==> config.mk <==
export PLATFORM = sky130hd
export DESIGN_NAME = shift_reg_univ
export DESIGN_NICKNAME = d
export VERILOG_FILES = /design/src/rtl/shift_reg_univ_pkg.sv /design/src/rtl/shift_reg_univ_cell.sv /design/src/rtl/shift_reg_univ.sv
export SDC_FILE = /design/constraint.sdc
export NUM_CORES = 1
export LEC_CHECK = 0
export BUFFER_PORTS_ARGS = -buffer_cell sky130_fd_sc_hd__clkbuf_2
export CAP_MARGIN = 20
export CELL_PAD_IN_SITES_DETAIL_PLACEMENT = 1
export CELL_PAD_IN_SITES_GLOBAL_PLACEMENT = 1
export CORE_ASPECT_RATIO = 1.75
export CORE_MARGIN = 4
export CORE_UTILIZATION = 33
export DETAILED_ROUTE_END_ITERATION = 12
export GPL_TIMING_DRIVEN = 0
export HOLD_SLACK_MARGIN = 0.02
export PLACE_DENSITY = 0.8
export SETUP_SLACK_MARGIN = 0.1
export SKIP_CTS_REPAIR_TIMING = 1
export SLEW_MARGIN = 10
export SYNTH_ARGS = -nofsm -noshare
export SYNTH_HDL_FRONTEND = slang
export SYNTH_SLANG_ARGS = --single-unit
==> constraint.sdc <==
create_clock -name clk -period 1.5 [get_ports clk]
set_input_delay 0 -clock clk [delete_from_list [all_inputs] [get_ports clk]]
set_output_delay 0 -clock clk [all_outputs]
set_load 0.005 [all_outputs]
==> src/rtl/shift_reg_univ_pkg.sv <==
// shift_reg_univ_pkg
//   Shared definitions for the universal shift register: the 3-bit operation
//   mode encoding seen on the top-level `mode` port and the per-bit select
//   used inside each sr_cell.
package shift_reg_univ_pkg;

  typedef logic [2:0] mode_t;

  localparam mode_t MODE_HOLD = 3'd0;
  localparam mode_t MODE_LOAD = 3'd1;
  localparam mode_t MODE_SHL  = 3'd2;
  localparam mode_t MODE_SHR  = 3'd3;
  localparam mode_t MODE_ROL  = 3'd4;
  localparam mode_t MODE_ROR  = 3'd5;

  // Per-bit source select. "Lower" is the bit below (index i-1), which feeds
  // bit i on a left shift; "upper" is index i+1, which feeds it on a right shift.
  typedef enum logic [1:0] {
    CELL_HOLD       = 2'd0,
    CELL_LOAD       = 2'd1,
    CELL_FROM_LOWER = 2'd2,
    CELL_FROM_UPPER = 2'd3
  } cell_sel_e;

endpackage

==> src/rtl/shift_reg_univ_cell.sv <==
// sr_cell
//   One bit of the universal shift register: a flop with a 4-way source mux
//   (hold / parallel load / lower neighbour / upper neighbour) and a
//   synchronous active-low reset to its own RESET_BIT.
// Ports:
//   clk        rising-edge clock
//   resetn     synchronous active-low reset
//   sel        source select for the next value
//   load_bit   parallel load data bit
//   lower_bit  value taken on a left shift (bit i-1 or serial/rotate feed)
//   upper_bit  value taken on a right shift (bit i+1 or serial/rotate feed)
//   q          stored bit
module sr_cell
  import shift_reg_univ_pkg::*;
#(
  parameter logic RESET_BIT = 1'b0
) (
  input  logic      clk,
  input  logic      resetn,
  input  cell_sel_e sel,
  input  logic      load_bit,
  input  logic      lower_bit,
  input  logic      upper_bit,
  output logic      q
);

  always_ff @(posedge clk) begin
    if (!resetn) begin
      q <= RESET_BIT;
    end else begin
      case (sel)
        CELL_HOLD:       q <= q;
        CELL_LOAD:       q <= load_bit;
        CELL_FROM_LOWER: q <= lower_bit;
        CELL_FROM_UPPER: q <= upper_bit;
        default:         q <= q;
      endcase
    end
  end

endmodule

==> src/rtl/shift_reg_univ.sv <==
// shift_reg_univ
//   Parametrised universal shift register built from WIDTH sr_cell instances,
//   plus a saturating shift counter with a one-cycle done pulse so it can act
//   as a serialiser/deserialiser front end.
//   Optional feature macro: SHIFT_REG_ROTATE_EN -- when defined, modes 4/5
//   rotate left/right and count as shifts; otherwise they act as HOLD and the
//   rotate feed paths are not built.
// Ports:
//   clk       rising-edge clock
//   resetn    synchronous active-low reset (q=RESET_VALUE, cnt=0, done=0)
//   mode      0 HOLD, 1 LOAD, 2 SHL, 3 SHR, 4 ROL, 5 ROR, 6/7 HOLD
//   din       parallel load data
//   sin_lsb   serial bit entering q[0] on SHL
//   sin_msb   serial bit entering q[WIDTH-1] on SHR
//   q         register contents
//   sout_msb  q[WIDTH-1]
//   sout_lsb  q[0]
//   cnt       shifts since last load/reset, saturating at WIDTH
//   done      one-cycle pulse on the edge where cnt reaches WIDTH
module shift_reg_univ
  import shift_reg_univ_pkg::*;
#(
  parameter int               WIDTH       = 8,
  parameter logic [WIDTH-1:0] RESET_VALUE = '0,
  localparam int              CW          = $clog2(WIDTH + 1)
) (
  input  logic             clk,
  input  logic             resetn,
  input  logic [2:0]       mode,
  input  logic [WIDTH-1:0] din,
  input  logic             sin_lsb,
  input  logic             sin_msb,
  output logic [WIDTH-1:0] q,
  output logic             sout_msb,
  output logic             sout_lsb,
  output logic [CW-1:0]    cnt,
  output logic             done
);

  localparam logic [CW-1:0] CNT_MAX = CW'(WIDTH);

  cell_sel_e sel;
  logic      is_shift;
  logic      lsb_feed;
  logic      msb_feed;

`ifdef SHIFT_REG_ROTATE_EN
  logic rotate;

  always_comb begin
    sel      = CELL_HOLD;
    is_shift = 1'b0;
    rotate   = 1'b0;
    case (mode)
      MODE_LOAD: sel = CELL_LOAD;
      MODE_SHL: begin
        sel      = CELL_FROM_LOWER;
        is_shift = 1'b1;
      end
      MODE_SHR: begin
        sel      = CELL_FROM_UPPER;
        is_shift = 1'b1;
      end
      MODE_ROL: begin
        sel      = CELL_FROM_LOWER;
        is_shift = 1'b1;
        rotate   = 1'b1;
      end
      MODE_ROR: begin
        sel      = CELL_FROM_UPPER;
        is_shift = 1'b1;
        rotate   = 1'b1;
      end
      default: ;
    endcase
  end

  // A rotate is a shift whose end-of-register feed is the opposite end bit.
  // For WIDTH=1 this feeds q[0] back into itself, leaving it unchanged.
  assign lsb_feed = rotate ? q[WIDTH-1] : sin_lsb;
  assign msb_feed = rotate ? q[0]       : sin_msb;
`else
  always_comb begin
    sel      = CELL_HOLD;
    is_shift = 1'b0;
    case (mode)
      MODE_LOAD: sel = CELL_LOAD;
      MODE_SHL: begin
        sel      = CELL_FROM_LOWER;
        is_shift = 1'b1;
      end
      MODE_SHR: begin
        sel      = CELL_FROM_UPPER;
        is_shift = 1'b1;
      end
      default: ;
    endcase
  end

  assign lsb_feed = sin_lsb;
  assign msb_feed = sin_msb;
`endif

  for (genvar i = 0; i < WIDTH; i++) begin : g_bit
    logic lower;
    logic upper;

    if (i == 0) begin : g_lo_end
      assign lower = lsb_feed;
    end else begin : g_lo_mid
      assign lower = q[i-1];
    end

    if (i == WIDTH - 1) begin : g_hi_end
      assign upper = msb_feed;
    end else begin : g_hi_mid
      assign upper = q[i+1];
    end

    sr_cell #(
      .RESET_BIT (RESET_VALUE[i])
    ) u_cell (
      .clk       (clk),
      .resetn    (resetn),
      .sel       (sel),
      .load_bit  (din[i]),
      .lower_bit (lower),
      .upper_bit (upper),
      .q         (q[i])
    );
  end

  assign sout_msb = q[WIDTH-1];
  assign sout_lsb = q[0];

  // done is registered alongside cnt, so it is high exactly for the cycle
  // after the shift that moved cnt from WIDTH-1 to WIDTH.
  always_ff @(posedge clk) begin
    if (!resetn) begin
      cnt  <= '0;
      done <= 1'b0;
    end else begin
      done <= is_shift && (cnt == CNT_MAX - CW'(1));
      if (sel == CELL_LOAD) begin
        cnt <= '0;
      end else if (is_shift && (cnt != CNT_MAX)) begin
        cnt <= cnt + CW'(1);
      end
    end
  end

endmodule

After elaboration in Yosys (flattened, before gate mapping)
Index checks and enable logic that the tools add are counted.
Word-level totals
  flip-flop bits (word level): 13
  latch bits: 0
  memory bits (writable): 0
  bits in read-only memories: 0
  bits of input ports: 15
  output and inout port bits: 15
  logic and storage cells: 35
  memories: 0
Operators by class
  add/subtract/negate cells: 1
  multipliers: 0
  divide/modulo/power cells: 0
  $lt $le $gt $ge: 0
  equality and inequality tests: 8
  shift-type cells: 0
  muxes and demuxes: 10
  bitwise gates (word level): 1
  reductions and logical operators: 5
Operators by type and width (number)
  1-bit one-hot mux with 3 select lines: 8
  3-bit by 2-bit equality test with 1-bit output (second input constant): 2
  2-bit one-hot mux with 3 select lines: 1
  4-bit by 1-bit adder with 4-bit output (second input constant): 1
  2-bit equality test (second input constant): 2
  4-bit by 3-bit equality test with 1-bit output (second input constant): 1
  4-bit != test (second input constant): 1
  2-bit OR reduction: 2
  3-bit by 1-bit equality test with 1-bit output (second input constant): 1
  2-bit by 1-bit equality test with 1-bit output (second input constant): 1
  1-bit logical AND: 2
  2-bit logical NOT: 1
  1-bit two-way mux: 1
  1-bit inverter: 1

Logic depth before layout (Yosys ltp)
Gate-level depths: netlist (run 1).
  word-level depth: 4
  gate-level depth with buffers: 5
  mapped depth without buffers: 5

Cells and area by module
Synthesis (run 1) repeated with hierarchy kept, for this count alone.
Second synthesis, totals
  cells, all modules: 63
  area total of the unflattened synthesis: 705.7 um2
Modules (own cells, without submodules)
  sr_cell: times used 8, cells each 3, area each 48.8 um2, seq. area each 20.0 um2
  shift_reg_univ: times used 1, cells each 39, area each 315.3 um2, seq. area each 100.1 um2

Worst setup path before layout (run 1)
No wires, ideal clock.
  kind: register to register
  start point: register cnt[0]
  end point: register cnt[1]
  setup time: 119 ps
  arrival: 1009 ps
  required time: 1381 ps
  setup slack: 372 ps
  stages on the path, launching flop included: 6
  path buffers: 0
  clock period less this slack: 1128 ps
  cell sequence: dfxtp_1 -> inv_1 -> ha_1 -> and3b_1 -> o21ai_0 -> a21oi_1
On the way
  cells in the longest elaborated chain, start to end: 2
  elaborated cells between the ends (all ways): 3
  classes of those cells: add/sub (1); eq/ne (1); reduce/logical (1)
RTL lines
  start, declared: RTL line shift_reg_univ.sv:36  | output logic [CW-1:0] cnt,
  start signal, assigned: RTL line shift_reg_univ.sv:147  | cnt <= cnt + CW'(1);
  parallel branches: the longest is 2 deep, another holds 4-bit by 1-bit adder with 4-bit output
Several ways; the timed one is not identified.
A chain may end at the register's enable or synchronous reset.

Worst setup path after layout (run 1)
  start point: register cnt[0]
  end point: register cnt[0]
Same word-level chain as after synthesis.

==> results of run 1 <==
[layer usage]
layer | GRT usage (%) | wire length, um | vias to the layer above | share of wire [%]
met5 | 0 | 0 | - | 0
met4 | 7.047 | 43 | 0 | 2.1
met3 | 1.781 | 78 | 4 | 3.8
met2 | 26.79 | 1141 | 16 | 56
met1 | 15.12 | 781 | 354 | 38
li1 | - | - | 379 | -
[state kept, by name (all words and copies together) (netlist names)]
register,flops
g_bit.u_cell.q,8
cnt,4
done,1
[cells in the mapped netlist]
library cell / count / area share, %
nor2b_1: 12 / 10
and3b_1: 1 / 1.2
buf_4: 8 / 8.0
nor3_1: 9 / 6.0
o21ai_1: 8 / 5.3
and2b_1: 5 / 5.0
ha_1: 2 / 3.3
clkbuf_1: 1 / 0.50
dfxtp_1: 13 / 35
a211o_1: 1 / 1.2
o21bai_1: 1 / 1.0
o21ai_0: 3 / 2.0
or3b_1: 1 / 1.2
nand2_1: 3 / 1.5
nand3b_1: 2 / 2.0
inv_1: 2 / 1.0
or3_1: 1 / 0.83
buf_2: 3 / 2.0
nand3_1: 3 / 2.0
a211oi_1: 8 / 8.0
a21oi_1: 4 / 2.7
nand2b_1: 1 / 0.83
[power by group]
| part | leakage, nW | switching [mW] | total (mW) | internal (mW) |
|---|---|---|---|---|
| registers | 0.107 | 0.0196 | 0.384 | 0.364 |
| logic | 0.307 | 0.0700 | 0.154 | 0.0844 |
| clock network | 0.0150 | 0.122 | 0.226 | 0.103 |
[how the worst min path moves through the flow]
stage | startpoint | end | slack (ns) | cells after the start
after floorplan | mode[1] | done$_SDFF_PN0_ | 0.20 | 2
after global placement | din[6] | g_bit[6].u_cell.q$_SDFFE_PN0P_ | 0.29 | 3
after detailed placement | din[0] | g_bit[0].u_cell.q$_SDFFE_PN0P_ | 0.31 | 3
after CTS | din[0] | g_bit[0].u_cell.q$_SDFFE_PN0P_ | -0.001 | 3
after global routing | din[7] | g_bit[7].u_cell.q$_SDFFE_PN0P_ | 0.02 | 3
final | din[0] | g_bit[0].u_cell.q$_SDFFE_PN0P_ | 0.002 | 3
[final cells by class]
cell class                      instances  area (um^2)
Multi-Input combinational cell         65        405.4
Tap cell                               24        30.03
Sequential cell                        13        260.3
Inverter                                2        7.507
Buffer                                 12        78.83
Clock buffer                            4        26.28
Timing Repair Buffer                   28        140.1
Fill cell                             275         1199
[kinds of logic after synthesis]
group / Yosys count
compound gates: 25
fa+ha+maj: 2
buf+inv: 14
flops: 13
simple gates: 38
[worst min-delay path, delay by kind of cell]
kind,cells,cell delay [ns]
AO/OA/AOI/OAI,1,0.11
AND/OR/NAND/NOR,1,0.05
buffers and inverters,1,0.08
==> impl_metrics.py, run 1 <==
metrics = {
    "run_status": {
        "status": "complete, no violations",
    },
    "setup_path": {
        "rr_worst_depth": 5,
        "cp.required_ns": 1.68,
        "crit_fanout": 5,
        "path_buf_inv": 1,
        "worstSetupStartpointType": "register",
        "cp-startpoint": "cnt[0]$_SDFFE_PP0P_",
        "critical_path_class": "reg -> reg",
        "cp_cell_sequence": "inv_1, ha_1, and3b_1, o21ai_0, a21oi_1",
        "rrSetupSlack_ns": 0.25,
        "crit_path_end_kind": "register",
        "cpLargestDelayFamily": "flip-flops",
        "cp.depth": 5,
        "max_stage_delay_ns": 0.41,
        "rr_endpoint": "cnt[0]$_SDFFE_PP0P_",
        "arrival_ns": 1.42,
        "slowest_stage": "dfxtp_1",
        "critical_path.endpoint": "cnt[0]$_SDFFE_PP0P_",
        "r2r-start": "cnt[0]$_SDFFE_PP0P_",
    },
    "timing": {
        "layout_min_cycle_time_ns": 1.248,
        "fin_hold_ws_ns": 0.001740,
        "finalCritPeriodShare_pct": 83.22,
        "rsz0062_at_grt": "no",
        "fmax_mhz": 801.1,
        "hold_viol": 0,
        "setup_violations": 0,
        "finClkSkew_ns": 0.004136,
        "slew_headroom_pct": 64.94,
        "tightest_slew_ns": 0.5248,
        "timing.final.ws_setup_ns": 0.2517,
        "finalMaxSlewViolations": 0,
        "fin_setup_tns_ns": 0,
    },
    "clock_tree": {
        "numCtsBuffers": 3,
        "cts_buffer_depth": 2,
        "h-tree-depth": 1,
        "clk_latency_ns": 0.28,
        "cts_tree": "yes",
        "clockRootBuffer": "clkbuf_4",
        "cts_num_sinks": 13,
        "path_clk_slew_ns": 0.08,
    },
    "floorplanning": {
        "die_h_um": 71.15,
        "dieArea_um2": 3136,
        "ios": 30,
        "rows": 22,
        "initial_utilization_pct": 35.02,
        "die_w_um": 44.09,
        "core-area_um2": 2147,
    },
    "routing": {
        "drc": 0,
        "drt_iter0_markers": 8,
        "via_count": 753,
        "wl_um": 2044,
        "dr.pass1.iters": 2,
        "drtAntennaViolNets": 0,
        "wire_per_inst_um": 13.81,
        "via_per_inst": 5.088,
    },
    "global_route": {
        "first_global_vias": 779,
        "grt_max_degree": 11,
        "grt_overflow": 0,
        "antenna_found_initial": 0,
        "grt_usage_pct": 14.48,
        "grt_pass1_wl_um": 3450,
    },
    "finish": {
        "drive_gt1_share_pct": 33.87,
        "mostFrequentLayoutCells": "clkbuf_2 (28), dfxtp_1 (13), nor2b_1 (12), nor3_1 (9)",
        "final_cell_area_um2": 948.4,
        "finalNonFillerCells": 148,
        "nets": 142,
        "final_core_util_pct": 44.17,
        "final_common_cell": "clkbuf_2",
        "synthToLayoutAreaGrowth_pct": 26.12,
        "antenna_cells": 0,
    },
    "placed_design": {
        "hpwlAfterDp_um": 1634,
        "io_buffers": 28,
        "gp_congestion": 0.7531,
        "postPlaceCellArea_um2": 922.1,
        "post-place-cells": 144,
        "place_ws_ns": 0.2463,
    },
    "synthesis": {
        "synth_compound_area_share_pct": 20.13,
        "synthMuxAreaShare_pct": 0,
        "ys_ff_latch": 13,
        "synth_top_family_by_area": "simple AND/OR/NAND/NOR gates",
        "syn_inst": 92,
        "synth.avg_cell_area_um2": 8.174,
        "syn_nets": 109,
        "synth_simple_gate_area_share_pct": 30.45,
        "synth.distinct_cells": 22,
        "synth_warnings": 0,
        "synth_area_um2": 752.0,
        "synthAdderAreaFrac_pct": 3.328,
        "ys_seq_area_share_pct": 34.61,
        "synth_xor_area_share_pct": 0,
    },
    "power": {
        "leakage_nw": 0.4282,
        "powerDensity_nw_per_um2": 805.4,
        "p_total_uw": 763.9,
        "vdd_drop_max_mv": 0.3438,
    },
    "min_path": {
        "hold_class": "in -> reg",
    },
    "job": {
        "drv_cap": 0,
    },
}
No activity file was read; power rests on OpenSTA's default activity.
==> run 2: changes to the inputs <==
- ABC_AREA: default -> 1
- CORE_UTILIZATION: 33 -> 32
- PLACE_DENSITY: 0.8 -> 0.79
- clock period: 1.5 -> 1.3 ns (I/O delays scaled with it)
==> impl_metrics.py, run 2 <==
metrics = {
    "floorplanning": {
        "die_w_um": 46.40,
        "dieArea_um2": 3489,
        "die_h_um": 75.20,
        "ios": 30,
        "rows": 24,
        "initial_utilization_pct": 33.13,
        "core-area_um2": 2492,
    },
    "synthesis": {
        "syn_inst": 125,
        "synth_compound_area_share_pct": 7.879,
        "synth_warnings": 0,
        "ys_async_sr_fraction_pct": 0,
        "ys_seq_area_share_pct": 31.52,
        "synthAdderAreaFrac_pct": 3.030,
        "synth.distinct_cells": 20,
        "synth_area_leaders": "dfxtp_1 (32%), nand2_1 (20%), buf_4 (7.3%)",
        "synthMuxAreaShare_pct": 0,
        "synth_xor_area_share_pct": 1.061,
        "synth_top_family_by_area": "simple AND/OR/NAND/NOR gates",
        "syn_nets": 142,
        "synth_simple_gate_area_share_pct": 39.85,
        "synth_edf_count": 0,
        "synth_top_area_share_pct": 31.52,
        "synth_area_um2": 825.8,
        "yosys_most_used_dff": "dfxtp_1",
        "synthMostInstantiatedCell": "nand2_1",
        "synth_common_cells": "nand2_1 (44), nor2_1 (16), dfxtp_1 (13)",
        "synth.avg_cell_area_um2": 6.606,
        "ys_ff_latch": 13,
        "synth_top_area_cell": "dfxtp_1",
    },
    "timing": {
        "fin_setup_tns_ns": 0,
        "hold_viol": 0,
        "rsz0062_at_grt": "no",
        "tightest_slew_ns": 0.4878,
        "slew_headroom_pct": 67.14,
        "layout_min_cycle_time_ns": 1.129,
        "finClkSkew_ns": 0.002253,
        "setup_violations": 0,
        "timing.final.ws_setup_ns": 0.1708,
        "fin_hold_ws_ns": 0.06651,
        "finalMaxSlewViolations": 0,
        "fmax_mhz": 885.5,
        "finalCritPeriodShare_pct": 86.87,
    },
    "setup_path": {
        "max_stage_delay_ns": 0.35,
        "critical_path_class": "reg -> reg",
        "cp.depth": 5,
        "slowest_stage": "dfxtp_4",
        "rr_worst_depth": 5,
        "path_buf_inv": 1,
        "cp.required_ns": 1.47,
        "worstSetupStartpointType": "register",
        "crit_path_end_kind": "register",
        "cpLargestDelayFamily": "flip-flops",
        "crit_fanout": 4,
        "arrival_ns": 1.29,
        "cp_cell_sequence": "buf_4, ha_2, xor2_1, nand2_1, a21oi_2",
    },
    "placed_design": {
        "post-place-cells": 180,
        "hpwlAfterDp_um": 1845,
        "postPlaceCellArea_um2": 1003,
        "place_ws_ns": 0.006621,
        "io_buffers": 29,
        "gp_congestion": 0.7803,
    },
    "finish": {
        "drive_gt1_share_pct": 36.25,
        "seq_area_um2": 267.8,
        "largest-register": "g_bit.u_cell.q",
        "multi_input_area_um2": 439.2,
        "synthToLayoutAreaGrowth_pct": 31.36,
        "final_cell_area_um2": 1085,
        "finalNonFillerCells": 186,
        "antenna_cells": 0,
        "largest_reg_flops": 8,
        "final_common_cell": "nand2_1",
        "mostFrequentLayoutCells": "nand2_1 (44), clkbuf_2 (29), nor2_1 (16), dfxtp_1 (11), buf_4 (10)",
        "final_core_util_pct": 43.52,
        "fill_cells": 346,
        "nets": 178,
        "largestRegisters": "g_bit.u_cell.q (8), cnt (4), done (1)",
    },
    "global_route": {
        "grt_overflow": 0,
        "antenna_found_initial": 0,
        "grt_max_degree": 11,
        "first_global_vias": 908,
        "grt_pass1_wl_um": 3870,
        "grt_usage_pct": 14.96,
    },
    "clock_tree": {
        "cts_buffer_depth": 2,
        "cts_tree": "yes",
        "clk_latency_ns": 0.24,
        "numCtsBuffers": 3,
        "cts_num_sinks": 13,
        "clockRootBuffer": "clkbuf_8",
        "h-tree-depth": 1,
        "path_clk_slew_ns": 0.06,
    },
    "routing": {
        "via_count": 891,
        "dr.pass1.iters": 4,
        "wire_per_inst_um": 12.27,
        "wl_um": 2282,
        "drtAntennaViolNets": 0,
        "via_per_inst": 4.790,
        "drc": 0,
        "drt_iter0_markers": 40,
    },
    "power": {
        "vdd_drop_max_mv": 0.5761,
        "leakage_nw": 0.5588,
        "powerDensity_nw_per_um2": 940.8,
        "p_total_mw": 1.021,
    },
    "job": {
        "drv_cap": 0,
    },
    "min_path": {
        "hold_class": "in -> reg",
        "hold_path_depth": 5,
    },
    "run_status": {
        "status": "complete, no violations",
    },
}
-- run 2: cell count changes after synthesis, moves of 3 or more --
cell | before | now
nor2b_1 | 12 | 0
a211oi_1 | 8 | 0
nor2_1 | 0 | 16
nor3_1 | 9 | 1
and2b_1 | 5 | 0
buf_2 | 3 | 0
o21ai_0 | 3 | 6
nand3_1 | 3 | 7
inv_1 | 2 | 8
o21ai_1 | 8 | 3
nand2_1 | 3 | 44
-- run 2: metal layers --
metal	track usage (%)	wire [um]
met1	15.60	815
met2	29.14	1376
met3	2.392	73
met4	3.797	17
met5	0	0
-- run 2: area by class of cell --
class / instances / area share (%)
Buffer: 10 / 8.420
Clock buffer: 4 / 4.152
Inverter: 11 / 4.498
Multi-Input combinational cell: 91 / 40.48
Sequential cell: 13 / 24.68
Tap cell: 26 / 2.999
Timing Repair Buffer: 31 / 14.76
-- run 2: worst min-delay path: stages --
cell and delay (ns):
clkbuf_2 0.07, nand2_1 0.04, nand2_1 0.05, nor2_1 0.03, nor2_1 0.07
-- run 2: cell families after synthesis --
family / Yosys count
simple gates: 75
buf+inv: 21
compound gates: 13
flops: 13
fa+ha+maj: 2
xor+xnor: 1
-- run 2: power breakdown --
part           total [mW]  switching, mW  internal, mW
clock network       0.356          0.140         0.216
logic               0.218          0.109         0.109
registers           0.446         0.0257         0.421
-- run 2: path summary, 6_finish.rpt --
check	from	end	slack [ns]
worst max-delay path	cnt[0]$_SDFFE_PP0P_	cnt[2]$_SDFFE_PP0P_	0.17
worst min-delay path	din[3]	g_bit[3].u_cell.q$_SDFFE_PN0P_	0.07
worst max register to register	cnt[0]$_SDFFE_PP0P_	cnt[2]$_SDFFE_PP0P_	0.17
worst min register to register	cnt[0]$_SDFFE_PP0P_	cnt[0]$_SDFFE_PP0P_	0.49
